===== src/rtl/pipe_control_unit_if.sv =====
// Handshake and control-word bundle for the decode/control stage.
// master: upstream/downstream environment (drives instruction, in_valid, flush, out_ready)
// slave : pipe_control_unit (drives in_ready, out_valid and the registered control word)
interface pipe_control_unit_if;
    localparam int unsigned XLEN  = 32;
    localparam int unsigned REG_W = 5;
    localparam int unsigned AOP_W = 2;

    logic               flush;
    logic               in_valid;
    logic               in_ready;
    logic [XLEN-1:0]    instruction;
    logic               out_valid;
    logic               out_ready;
    logic               reg_write;
    logic               mem_to_reg;
    logic               mem_read;
    logic               mem_write;
    logic               alu_src;
    logic               branch;
    logic               jump;
    logic [AOP_W-1:0]   alu_op;
    logic [REG_W-1:0]   rd;
    logic [REG_W-1:0]   rs1;
    logic [REG_W-1:0]   rs2;
    logic               illegal;

    modport master (
        output flush, in_valid, instruction, out_ready,
        input  in_ready, out_valid, reg_write, mem_to_reg, mem_read, mem_write,
               alu_src, branch, jump, alu_op, rd, rs1, rs2, illegal
    );

    modport slave (
        input  flush, in_valid, instruction, out_ready,
        output in_ready, out_valid, reg_write, mem_to_reg, mem_read, mem_write,
               alu_src, branch, jump, alu_op, rd, rs1, rs2, illegal
    );
endinterface


===== src/rtl/pipe_control_unit.sv =====
// RV32 decode/control stage with an ID/EX output register, valid/ready flow
// control, single-bubble load-use stall and synchronous flush.
// Ports:
//   clk   - clock, all state on rising edge
//   rst_n - asynchronous active-low reset
//   bus   - pipe_control_unit_if.slave: flush, in_valid/in_ready/instruction,
//           out_valid/out_ready and the registered control word
//           (reg_write, mem_to_reg, mem_read, mem_write, alu_src, branch,
//           jump, alu_op, rd, rs1, rs2, illegal). in_ready is combinational.
module pipe_control_unit #(
    parameter bit SUPPORT_M         = 1'b1,
    parameter bit X0_WRITE_SUPPRESS = 1'b1,
    parameter bit HAZARD_EN         = 1'b1
) (
    input  logic                 clk,
    input  logic                 rst_n,
    pipe_control_unit_if.slave   bus
);
    localparam int unsigned REG_W = 5;
    localparam int unsigned AOP_W = 2;
    localparam int unsigned OPC_W = 7;
    localparam int unsigned F7_W  = 7;

    localparam logic [OPC_W-1:0] OPC_OP     = 7'b0110011;
    localparam logic [OPC_W-1:0] OPC_OP_IMM = 7'b0010011;
    localparam logic [OPC_W-1:0] OPC_LOAD   = 7'b0000011;
    localparam logic [OPC_W-1:0] OPC_STORE  = 7'b0100011;
    localparam logic [OPC_W-1:0] OPC_BRANCH = 7'b1100011;
    localparam logic [OPC_W-1:0] OPC_JAL    = 7'b1101111;
    localparam logic [OPC_W-1:0] OPC_JALR   = 7'b1100111;
    localparam logic [OPC_W-1:0] OPC_LUI    = 7'b0110111;
    localparam logic [OPC_W-1:0] OPC_AUIPC  = 7'b0010111;
    localparam logic [F7_W-1:0]  F7_MULDIV  = 7'b0000001;

    localparam logic [AOP_W-1:0] AOP_ADD = 2'b00;
    localparam logic [AOP_W-1:0] AOP_BR  = 2'b01;
    localparam logic [AOP_W-1:0] AOP_R   = 2'b10;
    localparam logic [AOP_W-1:0] AOP_I   = 2'b11;

    logic [OPC_W-1:0] opcode;
    logic [F7_W-1:0]  funct7;
    logic [REG_W-1:0] rd_d;
    logic [REG_W-1:0] rs1_d;
    logic [REG_W-1:0] rs2_d;

    logic             reg_write_d;
    logic             mem_to_reg_d;
    logic             mem_read_d;
    logic             mem_write_d;
    logic             alu_src_d;
    logic             branch_d;
    logic             jump_d;
    logic [AOP_W-1:0] alu_op_d;
    logic             illegal_d;
    logic             uses_rs1_d;
    logic             uses_rs2_d;

    logic             out_valid_q;
    logic             reg_write_q;
    logic             mem_to_reg_q;
    logic             mem_read_q;
    logic             mem_write_q;
    logic             alu_src_q;
    logic             branch_q;
    logic             jump_q;
    logic [AOP_W-1:0] alu_op_q;
    logic [REG_W-1:0] rd_q;
    logic [REG_W-1:0] rs1_q;
    logic [REG_W-1:0] rs2_q;
    logic             illegal_q;
    logic             ex_load_v_q;
    logic [REG_W-1:0] ex_load_rd_q;

    logic             stall_c;
    logic             in_ready_c;
    logic             accept_c;
    logic             xfer_c;

    assign opcode = bus.instruction[6:0];
    assign funct7 = bus.instruction[31:25];
    assign rd_d   = bus.instruction[11:7];
    assign rs1_d  = bus.instruction[19:15];
    assign rs2_d  = bus.instruction[24:20];

    // Opcode decode into the main control word and register usage
    always_comb begin
        reg_write_d  = 1'b0;
        mem_to_reg_d = 1'b0;
        mem_read_d   = 1'b0;
        mem_write_d  = 1'b0;
        alu_src_d    = 1'b0;
        branch_d     = 1'b0;
        jump_d       = 1'b0;
        alu_op_d     = AOP_ADD;
        illegal_d    = 1'b0;
        uses_rs1_d   = 1'b0;
        uses_rs2_d   = 1'b0;
        case (opcode)
            OPC_OP: begin
                if (!SUPPORT_M && funct7 == F7_MULDIV) begin
                    illegal_d = 1'b1;
                end else begin
                    reg_write_d = 1'b1;
                    alu_op_d    = AOP_R;
                    uses_rs1_d  = 1'b1;
                    uses_rs2_d  = 1'b1;
                end
            end
            OPC_OP_IMM: begin
                reg_write_d = 1'b1;
                alu_src_d   = 1'b1;
                alu_op_d    = AOP_I;
                uses_rs1_d  = 1'b1;
            end
            OPC_LOAD: begin
                reg_write_d  = 1'b1;
                mem_to_reg_d = 1'b1;
                mem_read_d   = 1'b1;
                alu_src_d    = 1'b1;
                uses_rs1_d   = 1'b1;
            end
            OPC_STORE: begin
                mem_write_d = 1'b1;
                alu_src_d   = 1'b1;
                uses_rs1_d  = 1'b1;
                uses_rs2_d  = 1'b1;
            end
            OPC_BRANCH: begin
                branch_d   = 1'b1;
                alu_op_d   = AOP_BR;
                uses_rs1_d = 1'b1;
                uses_rs2_d = 1'b1;
            end
            OPC_JAL: begin
                reg_write_d = 1'b1;
                jump_d      = 1'b1;
            end
            OPC_JALR: begin
                reg_write_d = 1'b1;
                jump_d      = 1'b1;
                alu_src_d   = 1'b1;
                uses_rs1_d  = 1'b1;
            end
            OPC_LUI, OPC_AUIPC: begin
                reg_write_d = 1'b1;
                alu_src_d   = 1'b1;
            end
            default: begin
                illegal_d = 1'b1;
            end
        endcase
        if (X0_WRITE_SUPPRESS && rd_d == REG_W'(0)) begin
            reg_write_d = 1'b0;
        end
    end

    // Load-use: the incoming word reads the register a just-transferred load writes
    assign stall_c = HAZARD_EN && ex_load_v_q && bus.in_valid &&
                     ((uses_rs1_d && rs1_d == ex_load_rd_q) ||
                      (uses_rs2_d && rs2_d == ex_load_rd_q));

    assign in_ready_c = !bus.flush && !stall_c && (!out_valid_q || bus.out_ready);
    assign accept_c   = bus.in_valid && in_ready_c;
    assign xfer_c     = out_valid_q && bus.out_ready;

    // ID/EX output register and one-cycle load tracking
    always_ff @(posedge clk or negedge rst_n) begin
        if (!rst_n) begin
            out_valid_q  <= 1'b0;
            reg_write_q  <= 1'b0;
            mem_to_reg_q <= 1'b0;
            mem_read_q   <= 1'b0;
            mem_write_q  <= 1'b0;
            alu_src_q    <= 1'b0;
            branch_q     <= 1'b0;
            jump_q       <= 1'b0;
            alu_op_q     <= AOP_ADD;
            rd_q         <= REG_W'(0);
            rs1_q        <= REG_W'(0);
            rs2_q        <= REG_W'(0);
            illegal_q    <= 1'b0;
            ex_load_v_q  <= 1'b0;
            ex_load_rd_q <= REG_W'(0);
        end else if (bus.flush) begin
            out_valid_q <= 1'b0;
            ex_load_v_q <= 1'b0;
        end else begin
            ex_load_v_q <= xfer_c && mem_read_q && (rd_q != REG_W'(0));
            if (xfer_c) begin
                ex_load_rd_q <= rd_q;
            end
            if (accept_c) begin
                out_valid_q  <= 1'b1;
                reg_write_q  <= reg_write_d;
                mem_to_reg_q <= mem_to_reg_d;
                mem_read_q   <= mem_read_d;
                mem_write_q  <= mem_write_d;
                alu_src_q    <= alu_src_d;
                branch_q     <= branch_d;
                jump_q       <= jump_d;
                alu_op_q     <= alu_op_d;
                rd_q         <= rd_d;
                rs1_q        <= rs1_d;
                rs2_q        <= rs2_d;
                illegal_q    <= illegal_d;
            end else if (xfer_c) begin
                out_valid_q <= 1'b0;
            end
        end
    end

    assign bus.in_ready   = in_ready_c;
    assign bus.out_valid  = out_valid_q;
    assign bus.reg_write  = reg_write_q;
    assign bus.mem_to_reg = mem_to_reg_q;
    assign bus.mem_read   = mem_read_q;
    assign bus.mem_write  = mem_write_q;
    assign bus.alu_src    = alu_src_q;
    assign bus.branch     = branch_q;
    assign bus.jump       = jump_q;
    assign bus.alu_op     = alu_op_q;
    assign bus.rd         = rd_q;
    assign bus.rs1        = rs1_q;
    assign bus.rs2        = rs2_q;
    assign bus.illegal    = illegal_q;
endmodule

===== src/flat_wrapper.sv =====
// flat-port wrapper written by rule: the top's interface ports become plain ports
module pipe_control_unit_flat 
#(
    parameter bit SUPPORT_M         = 1'b1,
    parameter bit X0_WRITE_SUPPRESS = 1'b1,
    parameter bit HAZARD_EN         = 1'b1
)
  (clk, rst_n, bus_flush, bus_in_valid, bus_instruction, bus_out_ready, bus_in_ready, bus_out_valid, bus_reg_write, bus_mem_to_reg, bus_mem_read, bus_mem_write, bus_alu_src, bus_branch, bus_jump, bus_alu_op, bus_rd, bus_rs1, bus_rs2, bus_illegal);
  pipe_control_unit_if bus_i ();
  input  logic clk;
  input  logic rst_n;
  input wire logic [$bits(bus_i.flush)-1:0] bus_flush;
  input wire logic [$bits(bus_i.in_valid)-1:0] bus_in_valid;
  input wire logic [$bits(bus_i.instruction)-1:0] bus_instruction;
  input wire logic [$bits(bus_i.out_ready)-1:0] bus_out_ready;
  output wire logic [$bits(bus_i.in_ready)-1:0] bus_in_ready;
  output wire logic [$bits(bus_i.out_valid)-1:0] bus_out_valid;
  output wire logic [$bits(bus_i.reg_write)-1:0] bus_reg_write;
  output wire logic [$bits(bus_i.mem_to_reg)-1:0] bus_mem_to_reg;
  output wire logic [$bits(bus_i.mem_read)-1:0] bus_mem_read;
  output wire logic [$bits(bus_i.mem_write)-1:0] bus_mem_write;
  output wire logic [$bits(bus_i.alu_src)-1:0] bus_alu_src;
  output wire logic [$bits(bus_i.branch)-1:0] bus_branch;
  output wire logic [$bits(bus_i.jump)-1:0] bus_jump;
  output wire logic [$bits(bus_i.alu_op)-1:0] bus_alu_op;
  output wire logic [$bits(bus_i.rd)-1:0] bus_rd;
  output wire logic [$bits(bus_i.rs1)-1:0] bus_rs1;
  output wire logic [$bits(bus_i.rs2)-1:0] bus_rs2;
  output wire logic [$bits(bus_i.illegal)-1:0] bus_illegal;
  assign bus_i.flush = bus_flush;
  assign bus_i.in_valid = bus_in_valid;
  assign bus_i.instruction = bus_instruction;
  assign bus_i.out_ready = bus_out_ready;
  assign bus_in_ready = bus_i.in_ready;
  assign bus_out_valid = bus_i.out_valid;
  assign bus_reg_write = bus_i.reg_write;
  assign bus_mem_to_reg = bus_i.mem_to_reg;
  assign bus_mem_read = bus_i.mem_read;
  assign bus_mem_write = bus_i.mem_write;
  assign bus_alu_src = bus_i.alu_src;
  assign bus_branch = bus_i.branch;
  assign bus_jump = bus_i.jump;
  assign bus_alu_op = bus_i.alu_op;
  assign bus_rd = bus_i.rd;
  assign bus_rs1 = bus_i.rs1;
  assign bus_rs2 = bus_i.rs2;
  assign bus_illegal = bus_i.illegal;
  pipe_control_unit #(.SUPPORT_M(SUPPORT_M), .X0_WRITE_SUPPRESS(X0_WRITE_SUPPRESS), .HAZARD_EN(HAZARD_EN)) u_core (.clk(clk), .rst_n(rst_n), .bus(bus_i));
endmodule

===== config.mk =====
export PLATFORM = sky130hd
export DESIGN_NAME = pipe_control_unit_flat
export DESIGN_NICKNAME = d
export VERILOG_FILES = /design/src/rtl/pipe_control_unit_if.sv /design/src/rtl/pipe_control_unit.sv /design/src/flat_wrapper.sv
export SDC_FILE = /design/constraint.sdc
export NUM_CORES = 1
export LEC_CHECK = 0
export ABC_AREA = 1
export CORE_MARGIN = 2
export CORE_UTILIZATION = 39
export CTS_CLUSTER_SIZE = 30
export DETAILED_ROUTE_END_ITERATION = 10
export PLACE_DENSITY = 0.76
export SYNTH_ARGS = -nofsm -noshare
export SYNTH_HDL_FRONTEND = slang
export SYNTH_SLANG_ARGS = --single-unit

===== constraint.sdc =====
create_clock -name clk -period 1.4 [get_ports clk]
set_input_delay 0.28 -clock clk [delete_from_list [all_inputs] [get_ports clk]]
set_output_delay 0.28 -clock clk [all_outputs]
set_load 0.02 [all_outputs]

# After elaboration in Yosys (flattened, before gate mapping)
# Cells that the tools add are included.
# op_classes
n_reduce_logical,26
n_mux,15
eq_ne,11
bitwise_logic,1
# ops
op,n
"7-bit by 6-bit equality test with 1-bit output, second input constant",3
"7-bit equality test, second input constant",3
"7-bit by 5-bit equality test with 1-bit output, second input constant",2
1-bit 2-to-1 mux,14
6-bit OR reduction,2
5-bit equality test,2
1-bit logical AND,10
9-bit OR reduction,1
"7-bit by 2-bit equality test with 1-bit output, second input constant",1
7-bit OR reduction,1
2-bit case mux with 3 select lines,1
5-bit zero test,1
5-bit nonzero test,1
2-bit AND reduction,2
1-bit zero test,3
3-bit nonzero test,1
3-bit OR reduction,1
1-bit logical OR,2
2-bit OR reduction,1
1-bit inverter,1
# totals
input_bits,37
reg_bits,31
output_inout_bits,27

# Longest topological paths before layout
# Gate-level depths: netlist (run 1).
# logic_depth
word_depth,12
depth_mapped,13
mapped_depth_nobuf,12

# Worst setup path after synthesis (run 1)
# No wires, ideal clock.
# synth_timing
path_type,register -> output
start,"register u_core.out_valid_q, in the netlist u_core.bus.out_valid"
end,output port bus_in_ready
arrival_ns,1.376
required_ns,1.120
stages_incl_launch_ff,3
path_slack_ns,-0.256
path_cell_list,dfrtp_1 -> a21oi_2 -> a21boi_0
# synth_between
elab_chain_len,3
# synth_lines
element,line,rtl
start: declaration,pipe_control_unit.sv:58,logic out_valid_q;
start signal: assignment,pipe_control_unit.sv:169,out_valid_q <= 1'b0;
start signal: assignment,pipe_control_unit.sv:185,out_valid_q <= 1'b0;
start signal: assignment,pipe_control_unit.sv:193,out_valid_q <= 1'b1;
1-bit zero test,pipe_control_unit.sv:162,assign in_ready_c = !bus.flush && !stall_c && (!out_valid_q || bus.out_ready);
1-bit logical OR,pipe_control_unit.sv:162,
1-bit logical AND,pipe_control_unit.sv:162,
end: declaration,flat_wrapper.sv:16,output wire logic [$bits(bus_i.in_ready)-1:0] bus_in_ready;
# No other way between the ends.

# Worst setup path in the final report (run 1)
# layout_timing
start,register u_core.ex_load_rd_q[1]
end,output port bus_in_ready
# layout_between
elab_chain_len,7
# layout_lines
element,line,rtl
start: declaration,pipe_control_unit.sv:72,logic [REG_W-1:0] ex_load_rd_q;
start signal: assignment,pipe_control_unit.sv:190,ex_load_rd_q <= rd_q;
5-bit equality test (on tied branches),"pipe_control_unit.sv:159, pipe_control_unit.sv:160",
1-bit logical AND (on tied branches),"pipe_control_unit.sv:159, pipe_control_unit.sv:160",
1-bit logical OR (*),pipe_control_unit.sv:159,((uses_rs1_d && rs1_d == ex_load_rd_q) ||
1-bit logical AND (*),pipe_control_unit.sv:158,assign stall_c = HAZARD_EN && ex_load_v_q && bus.in_valid &&
1-bit zero test (*),pipe_control_unit.sv:162,
1-bit logical AND (*) (2 in a row),pipe_control_unit.sv:162,
# Mark *: on every way between the ends. The rest lies on a longest branch, timed or not.

==> impl_metrics.py, run 1 <==
metrics = {
    "timing": {
        "tightest_slew_ns": 0.366,
        "fin_ws_ns": -0.382,
        "setup_viol": 26,
        "fin_skew_ns": 0.00634,
        "rsz0062_at_grt": "yes",
        "min_period_ns": 1.78,
        "holdWs_ns": 0.360,
        "finalHoldViolations": 0,
        "relSlewSlack_pct": 75.6,
        "fin_crit_sh_pct": 127,
        "final_max_slew_viol_count": 0,
        "fmax_ghz": 0.561,
    },
    "route": {
        "via_per_inst": 5.26,
        "antenna_left": 0,
        "routed_wl_um": 5160,
        "drc": 0,
        "drt_iter0_markers": 100,
        "num_vias": 1778,
        "wl_per_cell_um": 15.3,
        "detail_route.first_pass.iterations": 4,
    },
    "pwr": {
        "power_density_mw_per_mm2": 965,
        "intPower_mw": 1.79,
        "swShare_pct": 32.2,
        "p_leak_nw": 1.42,
        "p_total_mw": 2.64,
        "p_comb_share_pct": 27.3,
        "p_switching_mw": 0.848,
        "p_clk_share_pct": 30.0,
        "sequentialPowerShare_pct": 42.7,
        "ir_drop_uv": 583,
    },
    "global_route": {
        "grt_max_degree": 32,
        "gr-usage-all-layers_pct": 21.7,
        "gr-total-overflow": 0,
        "first_global_vias": 1763,
        "grt_pass1_wl_um": 8320,
        "antenna_found_initial": 0,
    },
    "setup_path": {
        "cp_slowest_cell": "dfrtp_1",
        "ff2ff_setup_slack_ns": -0.31,
        "max_stage_delay_ns": 0.44,
        "startpoint_type": "flip-flop",
        "crit_arrival_ns": 1.50,
        "critPathKind": "reg2out",
        "critical_path_buf_inv_count": 1,
        "crit_fanout": 4,
        "crit_required_ns": 1.12,
        "cp-end-kind": "output port",
        "ff2ff_path_depth": 10,
        "cp_top_family": "simple AND/OR/NAND/NOR gates",
        "worstReg2RegEnd": "u_core.bus.rs2[3]$_DFFE_PN0P_",
        "path_cells": "or2_1, a21oi_2, nand4_1, nand2_2, a21boi_2, buf_6",
        "reg2reg_from": "u_core.ex_load_rd_q[1]$_DFFE_PN0P_",
    },
    "yosys": {
        "synth_top_area_share_pct": 47.1,
        "syn-num-nets": 237,
        "yosysTopAreaCell": "dfrtp_1",
        "async_reset_ff_share_pct": 100,
        "synth.avg_cell_area_um2": 8.24,
        "synth_cell_type_count": 27,
        "synth-edff-count": 0,
        "syn-cell-area_mm2": 0.00165,
        "synth_area_leaders": "dfrtp_1 (47%), nand2_1 (14%), nand4_1 (9.5%)",
        "synthCells": 200,
        "synth_seq_cells": 31,
        "seq_area_frac_synth_pct": 47.1,
        "synthTopCellsByCount": "nand2_1 (62), dfrtp_1 (31), nand4_1 (25)",
        "yosysWarnings": 0,
        "yosysMostFrequentCell": "nand2_1",
        "synth_ff_type": "dfrtp_1",
    },
    "final_layout": {
        "num_antenna_cells": 0,
        "drive_gt1_share_pct": 31.6,
        "finalNetCount": 324,
        "multiInputGateArea_um2": 915,
        "seqCellArea_um2": 776,
        "fill_cells": 344,
        "syn_to_final_growth_pct": 65.9,
    },
    "placement": {
        "dpl_worst_slack_ns": -1.03,
        "gp_congestion": 0.967,
        "dp_hpwl_um": 3080,
        "numPortBuffers": 53,
    },
    "clock_tree": {
        "ctsHoldBuffers": 0,
        "cts_max_path_buffers": 2,
        "numCtsBuffers": 5,
        "clkSinkCount": 31,
        "clk_latency_ns": 0.29,
        "clkTransAtPathRegs_ns": 0.07,
        "cts_root_buf": "clkbuf_8",
        "htree_levels": 2,
        "cts_tree": "built",
    },
    "flow_run": {
        "max_cap_violations": 0,
    },
    "run_status": {
        "violations": "setup timing",
        "run_status": "complete, but fails checks",
    },
    "floorplanning": {
        "initial_core_util_pct": 40.9,
        "num_rows": 23,
        "die_x_um": 69,
        "dieArea_mm2": 0.00476,
        "io_pins": 64,
        "coreArea_mm2": 0.00403,
        "die_h_um": 69,
    },
    "hold_path": {
        "worstHoldPathType": "in2async",
    },
}
## cells in the final DEF (no fill, tap or decap), types with 2 or more instances in the layout
cell type,netlist,final
nand2_1,62,40
dlygate4sd2_1,0,37
dfrtp_1,31,31
buf_4,2,26
nand4_1,25,25
nand2_2,2,23
nor2_1,16,13
clkdlybuf4s50_1,0,13
inv_1,12,11
clkbuf_8,0,7
xnor2_1,6,6
nand3_1,6,5
nor3_1,5,5
nand3_4,1,4
buf_6,2,4
inv_2,2,3
nand3_2,2,3
nor2_2,0,3
a21oi_2,2,3
xor2_1,3,3
mux2_2,3,3
o21ai_0,3,3
buf_12,0,3
buf_16,0,2
## metal layers
layer | wire length [um] | track usage (%) | up-vias | part of all wire (%)
li1 | - | - | 853 | -
met1 | 2060 | 27.0 | 840 | 40
met2 | 2620 | 35.4 | 67 | 51
met3 | 302 | 5.56 | 18 | 5.9
met4 | 175 | 9.80 | 0 | 3.4
met5 | 0 | 0 | - | 0
## power groups by stage
stage | Sequential [mW] | Combinational, mW | Clock, mW
finish | 1.13 | 0.720 | 0.791
CTS | 1.12 | 0.682 | 0.797
floorplan | 1.21 | 0.274 | 0
global route | 1.14 | 0.778 | 0.844
global placement | 1.13 | 0.710 | 0
detailed placement | 1.14 | 0.722 | 0
## how the worst max path moves through the flow
stage	start	cells after the start	to	slack [ns]
finish	u_core.ex_load_rd_q[1]$_DFFE_PN0P_	6	bus_in_ready	-0.38
global route	u_core.ex_load_rd_q[1]$_DFFE_PN0P_	6	bus_in_ready	-0.42
CTS	u_core.ex_load_rd_q[1]$_DFFE_PN0P_	6	bus_in_ready	-0.36
detailed placement	bus_instruction[6]	10	bus_in_ready	-1.03
global placement	bus_instruction[6]	10	bus_in_ready	-0.98
floorplan	bus_instruction[3]	11	u_core.bus.out_valid$_DFFE_PN0P_	0.02
## cell families (layout without fill, tap and decap cells)
family                    count (synthesis)  in the layout  share of synthesized area, %
DFF                                      31             31                          47.1
muxes                                     3              3                          2.05
buffers and inverters                    24            109                          6.91
AOI/OAI and AO/OA                        11             11                          4.02
and+or+nand+nor                         122            125                          35.2
xor gates and xnor gates                  9              9                          4.78
## through the flow
step                cell area, um2  util, %  setup TNS (ns)  std cells
finish                        2730     67.9           -7.12        338
floorplan                     1670        -               0        200
global route                  2730     67.9           -8.72        338
CTS                           2610     64.8           -7.22        334
global placement              2370     58.7          -17.31        314
detailed placement            2370     58.7          -19.00        314
## cell type report
class                           count  share of cell area, %
Inverter                           14                   1.92
Clock inverter                      1                  0.275
Timing Repair Buffer               87                   30.2
Tap cell                           50                   2.29
Sequential cell                    31                   28.4
Multi-Input combinational cell    148                   33.5
Clock buffer                        7                   3.52
## timing repair
item                       4_1_cts  5_1_grt
setup endpoints to repair       52       32
gates cloned                     4        1
pin swaps                        6       11
buffers inserted                 8        3
resized for setup               57       34
(Power assumes the default switching activity.)
==> run 2: changes to the inputs <==
--- a/config.mk
+++ b/config.mk
@@ -6,7 +6,8 @@
 export NUM_CORES = 1
 export LEC_CHECK = 0
 export ABC_AREA = 1
-export CORE_MARGIN = 2
+export CORE_ASPECT_RATIO = 1.2
+export CORE_MARGIN = 5
 export CORE_UTILIZATION = 39
 export CTS_CLUSTER_SIZE = 30
 export DETAILED_ROUTE_END_ITERATION = 10
==> impl_metrics.py, run 2 (synthesis gave the netlist of run 1 again) <==
metrics = {
    "run_status": {
        "run_status": "complete, but fails checks",
        "violations": "setup timing",
    },
    "route": {
        "detail_route.first_pass.iterations": 5,
        "wl_per_cell_um": 15.6,
        "drc": 0,
        "drt_iter0_markers": 165,
        "antenna_left": 0,
        "via_per_inst": 5.09,
        "routed_wl_um": 5310,
        "num_vias": 1735,
    },
    "global_route": {
        "gr-total-overflow": 0,
        "grt_pass1_wl_um": 8250,
        "grt_max_degree": 32,
        "gr-usage-all-layers_pct": 18.8,
        "first_global_vias": 1738,
        "antenna_found_initial": 0,
    },
    "pwr": {
        "sequentialPowerShare_pct": 40.6,
        "power_density_mw_per_mm2": 1010,
        "p_clk_share_pct": 33.5,
        "ir_drop_uv": 500,
        "swShare_pct": 30.5,
        "intPower_mw": 1.92,
        "p_leak_nw": 1.44,
        "p_total_mw": 2.76,
        "p_comb_share_pct": 25.9,
        "p_switching_mw": 0.841,
    },
    "timing": {
        "fin_ws_ns": -0.374,
        "finalHoldViolations": 0,
        "fmax_ghz": 0.564,
        "relSlewSlack_pct": 75.3,
        "rsz0062_at_grt": "yes",
        "min_period_ns": 1.77,
        "setup_viol": 26,
        "fin_crit_sh_pct": 127,
        "tightest_slew_ns": 0.370,
        "final.setup.tns_ns": -7.88,
        "final_max_slew_viol_count": 0,
        "fin_skew_ns": 0.00619,
    },
    "floorplanning": {
        "num_rows": 26,
        "die_x_um": 69.3,
        "dieArea_mm2": 0.00563,
        "die_h_um": 81.2,
        "io_pins": 64,
        "initial_core_util_pct": 39.6,
        "coreArea_mm2": 0.00416,
    },
    "hold_path": {
        "whs_path_depth": 3,
        "worstHoldPathType": "in2reg",
    },
    "final_layout": {
        "num_antenna_cells": 0,
        "syn_to_final_growth_pct": 65.5,
        "final_common_cell": "nand2_1",
        "finalNetCount": 321,
        "drive_gt1_share_pct": 24.9,
        "layout_common_cells": "nand2_1 (54), dlygate4sd2_1 (34), dfrtp_1 (31), nand4_1 (25), buf_4 (21)",
    },
    "clock_tree": {
        "clkTransAtPathRegs_ns": 0.07,
        "cts_tree": "built",
        "numCtsBuffers": 5,
        "htree_levels": 2,
        "ctsHoldBuffers": 0,
        "clk_latency_ns": 0.28,
        "cts_max_path_buffers": 2,
        "cts_root_buf": "clkbuf_8",
        "clkSinkCount": 31,
    },
    "setup_path": {
        "crit_fanout": 3,
        "crit_arrival_ns": 1.49,
        "ff2ff_path_depth": 10,
        "cp-end-kind": "output port",
        "critPathKind": "reg2out",
        "startpoint_type": "flip-flop",
        "crit_required_ns": 1.12,
    },
    "flow_run": {
        "max_cap_violations": 0,
    },
    "placement": {
        "dp_hpwl_um": 3300,
        "gp_congestion": 0.863,
        "numPortBuffers": 53,
    },
}
==> run 2: changes by cell type in the layout (fill, tap and decap cells not counted), moves of 2 or more <==
cell,before,now
a21oi_1,1,3
nand2_1,40,54
a21oi_2,3,1
dlygate4sd2_1,37,34
nand2_2,23,9
dlymetal6s2s_1,0,2
buf_4,26,21
==> run 2: final timing paths <==
check	from	to	slack, ns
max	u_core.ex_load_rd_q[1]$_DFFE_PN0P_	bus_in_ready	-0.37
min	bus_instruction[15]	u_core.bus.rs1[0]$_DFFE_PN0P_	0.32
max reg2reg	u_core.ex_load_rd_q[1]$_DFFE_PN0P_	u_core.bus.alu_op[0]$_DFFE_PN0P_	-0.35
min reg2reg	u_core.bus.illegal$_DFFE_PN0P_	u_core.bus.illegal$_DFFE_PN0P_	0.46
max in group asynchronous	rst_n	u_core.bus.branch$_DFFE_PN0P_	0.86
min in group asynchronous	rst_n	u_core.bus.rs2[1]$_DFFE_PN0P_	0.36
==> run 2: stage by stage <==
stage	cells	utilization, %	setup WS, ns	area [um2]	hold slack, ns
floorplan	200	-	0.0162	1670	-0.0156
finish	341	65.5	-0.374	2730	0.316
CTS	336	62.5	-0.336	2600	0.365
detailed placement	321	57.2	-0.982	2380	0.457
global placement	321	57.2	-0.955	2380	0.453
global route	341	65.5	-0.458	2730	0.326
==> run 2: critical path: stages, from the launching register on <==
cell	delay, ns
dfrtp_1	0.43
or2_1	0.24
a21oi_1	0.14
nand4_1	0.11
nand2_2	0.11
a21boi_2	0.06
buf_6	0.13
==> run 2: what timing repair did <==
item / 4_1_cts / 5_1_grt
buffers inserted: 2 / 4
gates resized for setup: 53 / 20
endpoints found under the setup margin: 52 / 31
hold endpoints to repair: 0 / 0
cloned: 5 / 1
pin swaps: 10 / 18
==> run 2: power by group through the flow <==
stage / Combinational, mW / Clock (mW) / Sequential [mW]
2_1_floorplan: 0.274 / 0 / 1.21
3_3_place_gp: 0.720 / 0 / 1.13
3_5_place_dp: 0.729 / 0 / 1.13
4_1_cts: 0.698 / 0.944 / 1.11
5_1_grt: 0.783 / 0.993 / 1.14
6_report: 0.715 / 0.924 / 1.12
==> run 2: final cells by class <==
| cell class | instances | area (um2) |
|---|---|---|
| fillers | 381 | 1440 |
| multi-input cells | 148 | 871 |
| repair buffers | 84 | 841 |
| flip-flops and latches | 31 | 776 |
| clock buffers | 6 | 82.6 |
| well taps | 56 | 70.1 |
| inverters | 14 | 52.6 |
| clock inverters | 2 | 35.0 |
==> run 2: per-layer routing <==
layer,GRT usage [%],part of all wire [%],vias to the layer above
li1,-,-,838
met1,20.7,40,816
met2,33.6,53,67
met3,4.46,5.3,14
met4,10.4,2.3,0
met5,0,0,-
